## src/rtl/pattern_stream_pkg.sv

```systemverilog
// Shared types and defaults for the pattern stream source.
package pattern_stream_pkg;

    typedef logic [31:0] word_t;

    typedef enum logic [1:0] {
        IDLE = 2'd0,
        RUN  = 2'd1,
        DONE = 2'd2
    } state_t;

    localparam word_t DEFAULT_PATTERN [4] = '{32'd3, 32'd5, 32'd7, 32'd11};

endpackage

```

## src/rtl/pattern_lookup.sv

```systemverilog
// Combinational table lookup: returns PATTERN[idx] + offset, carry dropped.
module pattern_lookup
    import pattern_stream_pkg::*;
#(
    parameter int WIDTH = 32,
    parameter int DEPTH = 4,
    parameter int IW    = 2,
    parameter logic [WIDTH-1:0] PATTERN [DEPTH] = DEFAULT_PATTERN
) (
    input  logic [IW-1:0]    idx,
    input  logic [WIDTH-1:0] offset,
    output logic [WIDTH-1:0] word
);

    assign word = PATTERN[idx] + offset;

endmodule

```

## src/rtl/pattern_stream_src.sv

```systemverilog
// Walks a parameterised pattern table and emits PATTERN[i] + captured offset
// as a registered valid/ready stream, one-shot or looping.
module pattern_stream_src
    import pattern_stream_pkg::*;
#(
    parameter int WIDTH = 32,
    parameter int DEPTH = 4,
    parameter logic [WIDTH-1:0] PATTERN [DEPTH] = DEFAULT_PATTERN,
    parameter logic LOOP = 1'b0,
    localparam int IW = (DEPTH > 1) ? $clog2(DEPTH) : 1
) (
    input  logic             clk,
    input  logic             rst,
    input  logic             start,
    input  logic [WIDTH-1:0] in_x,
    output logic [WIDTH-1:0] out_data,
    output logic             out_valid,
    input  logic             out_ready,
    output logic [IW-1:0]    idx,
    output logic             busy,
    output logic             done
);

    localparam logic [IW-1:0] LAST_IDX = IW'(DEPTH - 1);

    state_t           state;
    logic [WIDTH-1:0] offset_q;
    logic [IW-1:0]    sel_idx;
    logic [WIDTH-1:0] sel_offset;
    logic [WIDTH-1:0] next_word;
    logic             last;
    logic             xfer;

    assign last = (idx == LAST_IDX);
    assign xfer = out_valid & out_ready;

    // In IDLE the lookup sees the live in_x so the first word is ready on the
    // capture edge; afterwards it sees the held offset and the next index.
    always_comb begin
        sel_idx    = '0;
        sel_offset = offset_q;
        if (state == IDLE) begin
            sel_offset = in_x;
        end else if (!last) begin
            sel_idx = idx + IW'(1);
        end
    end

    pattern_lookup #(
        .WIDTH   (WIDTH),
        .DEPTH   (DEPTH),
        .IW      (IW),
        .PATTERN (PATTERN)
    ) u_lookup (
        .idx    (sel_idx),
        .offset (sel_offset),
        .word   (next_word)
    );

    always_ff @(posedge clk or posedge rst) begin
        if (rst) begin
            state     <= IDLE;
            offset_q  <= '0;
            out_data  <= '0;
            out_valid <= 1'b0;
            idx       <= '0;
            busy      <= 1'b0;
            done      <= 1'b0;
        end else begin
            case (state)
                IDLE: begin
                    if (start) begin
                        offset_q  <= in_x;
                        idx       <= '0;
                        out_data  <= next_word;
                        out_valid <= 1'b1;
                        busy      <= 1'b1;
                        state     <= RUN;
                    end
                end
                RUN: begin
                    if (xfer) begin
                        if (!last) begin
                            idx      <= sel_idx;
                            out_data <= next_word;
                        end else if (LOOP) begin
                            idx      <= '0;
                            out_data <= next_word;
                        end else begin
                            out_valid <= 1'b0;
                            busy      <= 1'b0;
                            done      <= 1'b1;
                            state     <= DONE;
                        end
                    end
                end
                DONE: begin
                    done  <= 1'b0;
                    state <= IDLE;
                end
                default: begin
                    state <= IDLE;
                end
            endcase
        end
    end

endmodule

```

## config.mk

```make
export PLATFORM = sky130hd
export DESIGN_NAME = pattern_stream_src
export DESIGN_NICKNAME = d
export VERILOG_FILES = /design/src/rtl/pattern_stream_pkg.sv /design/src/rtl/pattern_lookup.sv /design/src/rtl/pattern_stream_src.sv
export SDC_FILE = /design/constraint.sdc
export NUM_CORES = 1
export LEC_CHECK = 0
export ABC_AREA = 1
export CAP_MARGIN = 20
export CORE_MARGIN = 4
export CORE_UTILIZATION = 30
export CTS_CLUSTER_SIZE = 10
export DETAILED_ROUTE_END_ITERATION = 16
export HOLD_SLACK_MARGIN = 0.12
export PLACE_DENSITY = 0.55
export SETUP_SLACK_MARGIN = 0.15
export SYNTH_ARGS = -nofsm -noshare
export SYNTH_HDL_FRONTEND = slang
export SYNTH_HIERARCHICAL = 1
export SYNTH_SLANG_ARGS = --single-unit
```

## constraint.sdc

```tcl
create_clock -name clk -period 3.7 [get_ports clk]
set_input_delay 0.74 -clock clk [delete_from_list [all_inputs] [get_ports clk]]
set_output_delay 0.74 -clock clk [all_outputs]
set_load 0.02 [all_outputs]
```

Word-level counts from Yosys, hierarchy flattened
Index checks and enable logic that the tools add are counted.
{"block": "totals", "regBits": 70, "input_bits": 36, "out_inout_bits": 37, "wordCells": 51}
{"block": "classes", "n_addsub": 2, "n_lt_le_gt_ge": 1, "n_eq_ne": 7, "muxes": 25, "bitwise_logic": 2, "reduce_logical": 8}
{"operator": "$mux 32", "count": 6}
{"operator": "$bmux 32 s2", "count": 1}
{"operator": "$pmux 32 s2", "count": 1}
{"operator": "$add 32x32->32", "count": 1}
{"operator": "$mux 2", "count": 8}
{"operator": "$ne 2x2->1 const B", "count": 4}
{"operator": "$pmux 2 s2", "count": 2}
{"operator": "$reduce_and 4->1", "count": 2}
{"operator": "$reduce_and 3->1", "count": 2}
{"operator": "$mux 1", "count": 5}
{"operator": "$eq 2x2->1 const B", "count": 2}
{"operator": "$pmux 1 s2", "count": 2}
{"operator": "$reduce_bool 2->1", "count": 2}
{"operator": "$ge 3x3->1 const B", "count": 1}
{"operator": "$not 2->3", "count": 1}
{"operator": "$add 2x1->2 const B", "count": 1}
{"operator": "$eq 2x1->1 const B", "count": 1}
{"operator": "$logic_not 2->1", "count": 1}
{"operator": "$reduce_and 2->1", "count": 1}
{"operator": "$and 1x1->1", "count": 1}

Depth between registers and ports, before layout
{"block": "depth", "depth_word": 11, "mapped_depth": 19, "depth_no_buf": 18}

Cells and area by module
The synthesis kept the hierarchy.
{"module": "pattern_stream_src", "instances": 1, "cells_each": 391, "area_each_um2": 3354.5, "seq_area_each_um2": 1751.7}
{"module": "pattern_lookup", "instances": 1, "cells_each": 239, "area_each_um2": 1181.1, "seq_area_each_um2": 0.0}

Worst setup path after synthesis
No wires, ideal clock.
{"block": "synth_timing", "kind": "register to register", "start": "register state[0]", "end": "register out_data[24]", "setup_time_ns": 0.117, "arrival_time_ns": 2.433, "t_required_ns": 3.583, "path_slack_ns": 1.150, "stages_incl_launch_ff": 18, "path_buffers": 3, "period_less_slack_ns": 2.550, "cell_sequence": "dfrtp_1 -> buf_4 -> nor2_4 -> buf_4 -> buf_2 -> nand2_1 -> o21ai_0 -> inv_1 -> fa_1 -> inv_1 -> nand2_1 -> nand2_2 -> nand2_4 -> nor2_2 -> nand2_1 -> xor2_1 -> nand4_1 -> nand2_1"}
{"block": "synth_via", "word_cells_on_any_way": 18, "cone_classes": "add/sub (1); eq/ne (4); mux (9); bitwise (1); reduce/logical (3)"}
{"element": "start: declaration", "line": "pattern_stream_src.sv:26", "text": "state_t state;"}
{"element": "start signal: assignment", "line": "pattern_stream_src.sv:62", "text": "state <= IDLE;"}
{"element": "start signal: assignment", "line": "pattern_stream_src.sv:78", "text": "state <= RUN;"}
{"element": "start signal: assignment", "line": "pattern_stream_src.sv:93", "text": "state <= DONE;"}
{"element": "$logic_not 2->1 *", "line": "pattern_stream_src.sv:42", "text": "if (state == IDLE) begin"}
{"element": "$mux 32 *", "line": "pattern_stream_src.sv:42"}
{"element": "net sel_offset[0]", "line": "pattern_stream_src.sv:29", "text": "logic [WIDTH-1:0] sel_offset;"}
{"element": "$add 32x32->32 *", "line": "pattern_lookup.sv:15", "text": "assign word = PATTERN[idx] + offset;"}
{"element": "net next_word[24]", "line": "pattern_stream_src.sv:30", "text": "logic [WIDTH-1:0] next_word;"}
{"element": "$mux 32", "line": "pattern_stream_src.sv:83", "text": "if (!last) begin"}
{"element": "$mux 32", "line": "pattern_stream_src.sv:82", "text": "if (xfer) begin"}
{"element": "$pmux 32 s2 *", "line": "pattern_stream_src.sv:70", "text": "case (state)"}
{"element": "end signal: assignment", "line": "pattern_stream_src.sv:75", "text": "out_data <= next_word;"}
{"element": "end signal: assignment", "line": "pattern_stream_src.sv:85", "text": "out_data <= next_word;"}
{"element": "end signal: assignment", "line": "pattern_stream_src.sv:88", "text": "out_data <= next_word;"}
{"element": "end: declaration", "line": "pattern_stream_src.sv:16", "text": "output logic [WIDTH-1:0] out_data,"}
Mark *: on every way through the listed nets, which the timed path passes. The rest lies on a longest branch. The select of a mux whose other input is x is not followed.
A chain may end at the register's enable or synchronous reset.

Final worst setup path
{"block": "layout_timing", "start": "register state[0]", "end": "register out_data[27]"}
{"block": "layout_via", "elab_chain_len": 10, "word_cells_on_any_way": 18, "cone_classes": "add/sub (1); eq/ne (4); mux (9); bitwise (1); reduce/logical (3)"}
{"element": "$logic_not 2->1 *", "line": "pattern_stream_src.sv:42"}
{"element": "$mux 2 *", "line": "pattern_stream_src.sv:42"}
{"element": "net sel_idx[0]", "line": "pattern_stream_src.sv:28", "text": "logic [IW-1:0] sel_idx;"}
{"element": "$not 2->3 (not written as such) *", "line": "pattern_lookup.sv:15"}
{"element": "$bmux 32 s2 *", "line": "pattern_lookup.sv:15"}
{"element": "$mux 32 (not written as such) * (2 in series)", "line": "pattern_lookup.sv:15"}
{"element": "$add 32x32->32 *", "line": "pattern_lookup.sv:15"}
{"element": "net next_word[27]", "line": "pattern_stream_src.sv:30"}
{"element": "$mux 32", "line": "pattern_stream_src.sv:83"}
{"element": "$mux 32", "line": "pattern_stream_src.sv:82"}
{"element": "$pmux 32 s2 *", "line": "pattern_stream_src.sv:70"}
Marked as above.

==> results.py <==
metrics = {
    "clock_network": {
        "ctsLongestPathBuffers": 2,
        "clockRootBuffer": "clkbuf_16",
        "insertion_delay_ps": 350,
        "hold_buffers": 0,
        "cts-htree-levels": 3,
        "clk_pin_slew_ps": 60,
        "cts_tree": "yes",
        "cts_resized": 0,
        "post-cts-setup-buffers": 0,
        "cts_buffers": 9,
        "clock_sinks": 70,
    },
    "hold_path": {
        "hold_path.startpoint": "out_data[20]$_DFFE_PP0P_",
        "hold_path.class": "reg2reg",
    },
    "logic_synthesis": {
        "synthCells": 630,
        "ys_seq_elements": 70,
        "synth_cell_types": 31,
        "synth_area_sq_um": 4536,
        "netlist.area_leader.share": 0.3862,
        "yosysMostFrequentCell": "nand2_1",
        "ys_warn_count": 6,
        "syn_avg_cell_area_sq_um": 7.199,
        "synth_area_leaders": "dfrtp_1, nand2_1, nor2_1, inv_1, a21oi_2",
        "yosys-top-cells-count": "nand2_1, nor2_1, dfrtp_1",
        "synth_flop_cell": "dfrtp_1",
        "synth_nets": 674,
        "synth_area_leader_cell": "dfrtp_1",
        "async_flop_share": 1.000,
        "seq_area_frac_synth": 0.3862,
        "synth_edf_count": 0,
    },
    "critical_path": {
        "end_kind": "flip-flop",
        "cp.arrival_ps": 3090,
        "crit_type": "reg2reg",
        "crit_path_max_fanout": 21,
        "start_kind": "flip-flop",
        "cp.required_ps": 3930,
        "crit_start": "state[0]$_DFFE_PP0P_",
        "r2r_start": "state[0]$_DFFE_PP0P_",
    },
    "floorplan": {
        "fp.coreArea_sq_um": 14640,
        "row_count": 44,
        "die_w_um": 131.0,
        "die-height_um": 131.0,
        "start_util": 0.3097,
        "pin_count": 73,
        "dieArea_sq_um": 17150,
    },
    "grt": {
        "grt-ovfl-total": 0,
        "grt_max_degree": 57,
        "antenna_found_initial": 0,
        "grt_usage": 0.1484,
        "grt_pass1_vias": 3963,
        "grt_pass1_wl_um": 19910,
    },
    "outcome": {
        "status": "finished, final reports clean",
    },
    "cells_and_area": {
        "final_area_sq_um": 5717,
        "fin_cells": 882,
        "drive_gt1_frac": 0.1117,
        "fin_nets": 737,
        "syn_to_final_growth_pct": 26.04,
        "final_core_util": 0.3904,
        "num_antenna_cells": 0,
    },
    "route": {
        "viasPerCell": 4.624,
        "wl_per_cell_um": 13.47,
        "vias": 4078,
        "drc": 0,
        "firstDrtPassIters": 5,
        "finalWirelength_um": 11880,
        "antenna_left": 0,
        "drtIter0Drc": 276,
    },
    "power": {
        "powerDensity_nw_per_um2": 1043,
        "irDropWorstVdd_uv": 332.9,
        "p_leak_nw": 2.722,
    },
    "timing": {
        "relSlewSlack": 0.5604,
        "fin_hold_ws_ps": 466.4,
        "fmax_ghz": 0.3498,
        "rsz0062_at_grt": "no",
        "finalSetupTns_ps": 0,
        "slew_violations": 0,
        "fin_skew_ps": 6.256,
        "setup_viol": 0,
        "hold_viol_final": 0,
        "finalWorstPathRequiredPeriod_ps": 2859,
        "finalCritPeriodShare": 0.7728,
        "tightest_slew_ps": 652.6,
    },
    "placement": {
        "post_dp_cell_area_sq_um": 5393,
        "place_inst": 866,
        "routabilityCongestion": 0.8503,
        "portBuffers": 72,
        "dp_hpwl_um": 9352,
    },
    "job": {
        "maxCapViolations": 0,
    },
}
[cells by family (layout without fill, tap and decap cells)]
kind of cell | count (synthesis) | after routing | share of synthesized area
buf+inv | 95 | 163 | 0.09489
xor+xnor | 16 | 16 | 0.03090
flops | 70 | 70 | 0.3862
compound gates | 71 | 71 | 0.1040
simple gates | 370 | 370 | 0.3603
fa+ha+maj | 8 | 8 | 0.02372
[layout by cell type, fill, tap and decap left out]
| cell type | instances |
|---|---|
| o21ai_1 | 1 |
| o21ai_0 | 35 |
| nand2_4 | 3 |
| buf_12 | 2 |
| inv_2 | 2 |
| o21ai_2 | 1 |
| a21oi_1 | 6 |
| clkbuf_8 | 1 |
| nand2_1 | 217 |
| nand3b_1 | 9 |
| nand3_4 | 1 |
| nand3_1 | 9 |
| nor3_1 | 2 |
| nor2_2 | 7 |
| inv_1 | 65 |
| nor2_4 | 3 |
| xnor2_1 | 6 |
| clkdlybuf4s50_1 | 72 |
| a21oi_2 | 27 |
| nand2_2 | 5 |
| nor2_1 | 76 |
| clkbuf_16 | 9 |
| dfrtp_1 | 70 |
| clkinvlp_4 | 2 |
| fa_1 | 1 |
| bufinv_16 | 2 |
| nand3_2 | 3 |
| nand4_1 | 34 |
| xor2_1 | 10 |
| clkinv_2 | 2 |
| ha_1 | 7 |
| or2_4 | 1 |
| a21oi_4 | 1 |
| buf_4 | 6 |
[through the flow]
stage / setup WS (ps) / power [mW]
after floorplan: 1150 / 3.963
after global placement: 699.3 / 5.026
after detailed placement: 681.2 / 5.067
after CTS: 833.6 / 6.035
after global routing: 565.5 / 6.523
final: 840.8 / 5.960
[critical path: stages, from the launching register on]
cell and delay, ps:
dfrtp_1 500, nor2_4 460, nor3_1 150, ha_1 320
inv_1 50, ha_1 390, inv_1 80, nand2_2 100
nand2_1 130, o21ai_2 210, nand2_1 70, nand2_1 60
nand2_1 80, nand4_1 110, nand2_1 60
[path summary, 6_finish.rpt]
path	end	slack (ps)	cells after the start
min in group asynchronous	out_data[18]$_DFFE_PP0P_	780	2
hold / removal	out_data[20]$_DFFE_PP0P_	470	2
max in group asynchronous	offset_q[30]$_DFFE_PP0P_	2150	3
setup / recovery	out_data[27]$_DFFE_PP0P_	840	14
setup reg to reg	out_data[27]$_DFFE_PP0P_	840	14
hold reg to reg	out_data[20]$_DFFE_PP0P_	470	2
[final cells by class]
| type | count | area [sq um] |
|---|---|---|
| clock buffer | 10 | 239.0 |
| clock inverter | 6 | 85.08 |
| fill | 1545 | 8927 |
| inverter | 67 | 251.5 |
| multi-input combinational | 465 | 2354 |
| sequential | 70 | 1752 |
| tap | 184 | 230.2 |
| timing repair buffer | 80 | 805.8 |
[metal layers]
layer,vias to the layer above,routed length (um),share of wire,GRT usage
met2,80,5225,0.44,0.2246
met1,1874,5864,0.49,0.2044
li1,2113,-,-,-
met4,0,144,0.012,0.04295
met3,11,648,0.055,0.04553
met5,-,0,0,0
[power by group]
group          switching, mW  internal [mW]  leakage, nW
registers              0.184           1.15        0.802
logic                   2.33           1.36         1.77
clock network          0.336          0.605        0.154
total                   2.85           3.11         2.72
[registers in the layout (all words and copies together) (netlist names)]
| register | cells |
|---|---|
| out_data | 32 |
| done | 1 |
| idx | 2 |
| offset_q | 32 |
| busy | 1 |
| state | 2 |
Power figures use the tool's default switching activity.
==> RTL change: new RTL, config.mk and constraints unchanged <==
Set the parameter `LOOP` to 1'b1 (it was 1'b0).
--- a/src/rtl/pattern_stream_src.sv
+++ b/src/rtl/pattern_stream_src.sv
@@ -7,5 +7,5 @@
     parameter int DEPTH = 4,
     parameter logic [WIDTH-1:0] PATTERN [DEPTH] = DEFAULT_PATTERN,
-    parameter logic LOOP = 1'b0,
+    parameter logic LOOP = 1'b1,
     localparam int IW = (DEPTH > 1) ? $clog2(DEPTH) : 1
 ) (
Function: changed (a bounded check fails within 10 cycles, from zero or initial values and one cycle with rst high).
==> RTL change against the unedited design <==
Sequential cell count fell by 2; cell area down 5.7%; worst setup slack got worse by 0.057 ns; sequential share of layout area up 0.92 points; maximum frequency fell by 1.9%; synthesized area is 6.2% lower; hold slack better by 0.018 ns; wire length down 2.9%; critical endpoint is now out_data[24].
Power is not compared: it rests on default switching activity, and its combinational part moved more than twofold at a synthesized area within 25%.
==> RTL change: results <==
set metrics [dict create \
    outcome "finished, final reports clean" \
    synth.distinct_cells 27 \
    final_layout_size_suffix_gt1_share_pct 7.670 \
    placement.cell_area_mm2 0.005106 \
    ff2ff_path_depth 11 \
    numPlacedInstances 843 \
    layout_top_registers "offset_q: 32 flops, out_data: 32 flops, idx: 2 flops" \
    yosys-top-cells-count "236 x sky130_fd_sc_hd__nand2_1, 68 x sky130_fd_sc_hd__dfrtp_1, 65 x sky130_fd_sc_hd__inv_1" \
    timing.clock.skew_ns 0.006407 \
    nNetsFinal 717 \
    timing.slew.headroom_pct 49.64 \
    layout_fillers 1480 \
    cpMaxStageDelayCell "sky130_fd_sc_hd__fa_1" \
    clk-insertion-delay-late_ns 0.33 \
    place_ws_ns 0.4778 \
    layout.cells.non_filler 858 \
    cp_top_family "buffers and inverters" \
    wirelength_um 11540 \
    grt_first_pass_wirelength_um 19600 \
    gr-usage-all-layers_pct 15.11 \
    period_minus_slack_ns 2.916 \
    drt_iter0_drc 304 \
    synth.net_count 654 \
    number_of_global_route_vias_before_repair 3806 \
    grt_max_degree 49 \
    post_synth_main_area_contributors "sky130_fd_sc_hd__dfrtp_1 40%, sky130_fd_sc_hd__nand2_1 21%, sky130_fd_sc_hd__o21ai_0 6.7%, sky130_fd_sc_hd__inv_1 5.7%, sky130_fd_sc_hd__nand3_1 5.1%" \
    final_weighted_congestion_of_routability_driven_global_placement 0.8834 \
]
-- RTL change: cell count changes after synthesis, sizes merged, moves of 3 or more --
cell	change
a21oi	-33
buf	-3
nand2	+24
nand3	+33
nand4	-29
nor2	-36
o21ai	+28
-- RTL change: layout make-up --
class / count / area, µm² / area share, %
timing repair buffer: 78 / 775.7 / 14.39
clock buffer: 13 / 250.2 / 4.641
inverter: 69 / 259.0 / 4.804
tap: 180 / 225.2 / 4.177
clock inverter: 2 / 35.03 / 0.6498
multi-input combinational: 448 / 2145 / 39.78
sequential: 68 / 1702 / 31.56
-- RTL change: cells by family after synthesis --
family                   count (synthesis)  synth area share (%)
AO/OA/AOI/OAI                           66                 7.853
other                                    1               0.08815
buffers and inverters                   95                 9.588
adder cells (fa/ha/maj)                  7                 2.235
AND/OR/NAND/NOR                        358                 36.94
XOR/XNOR                                16                 3.294
flip-flops                              68                 40.00
-- RTL change: per-layer routing --
metal / GRT usage, % / share of wire (%) / vias to the layer above
met5: 0 / 0 / -
met4: 6.309 / 1.9 / 0
met3: 2.048 / 4.3 / 14
met2: 22.01 / 44 / 97
met1: 22.45 / 50 / 1759
li1: - / - / 2014
-- RTL change: final timing paths --
check | from | end
max | in_x[0] | out_data[24]
min | offset_q[31] | offset_q[31]
max reg2reg | state[0] | out_data[26]
min reg2reg | offset_q[31] | offset_q[31]
max in group asynchronous | rst | offset_q[23]
min in group asynchronous | rst | out_data[7]
-- RTL change: power by group --
group	leakage (nW)	switching (mW)	internal [mW]
Combinational	1.50	0.163	0.133
Sequential	0.928	0.0176	0.765
Clock	0.140	0.295	0.535
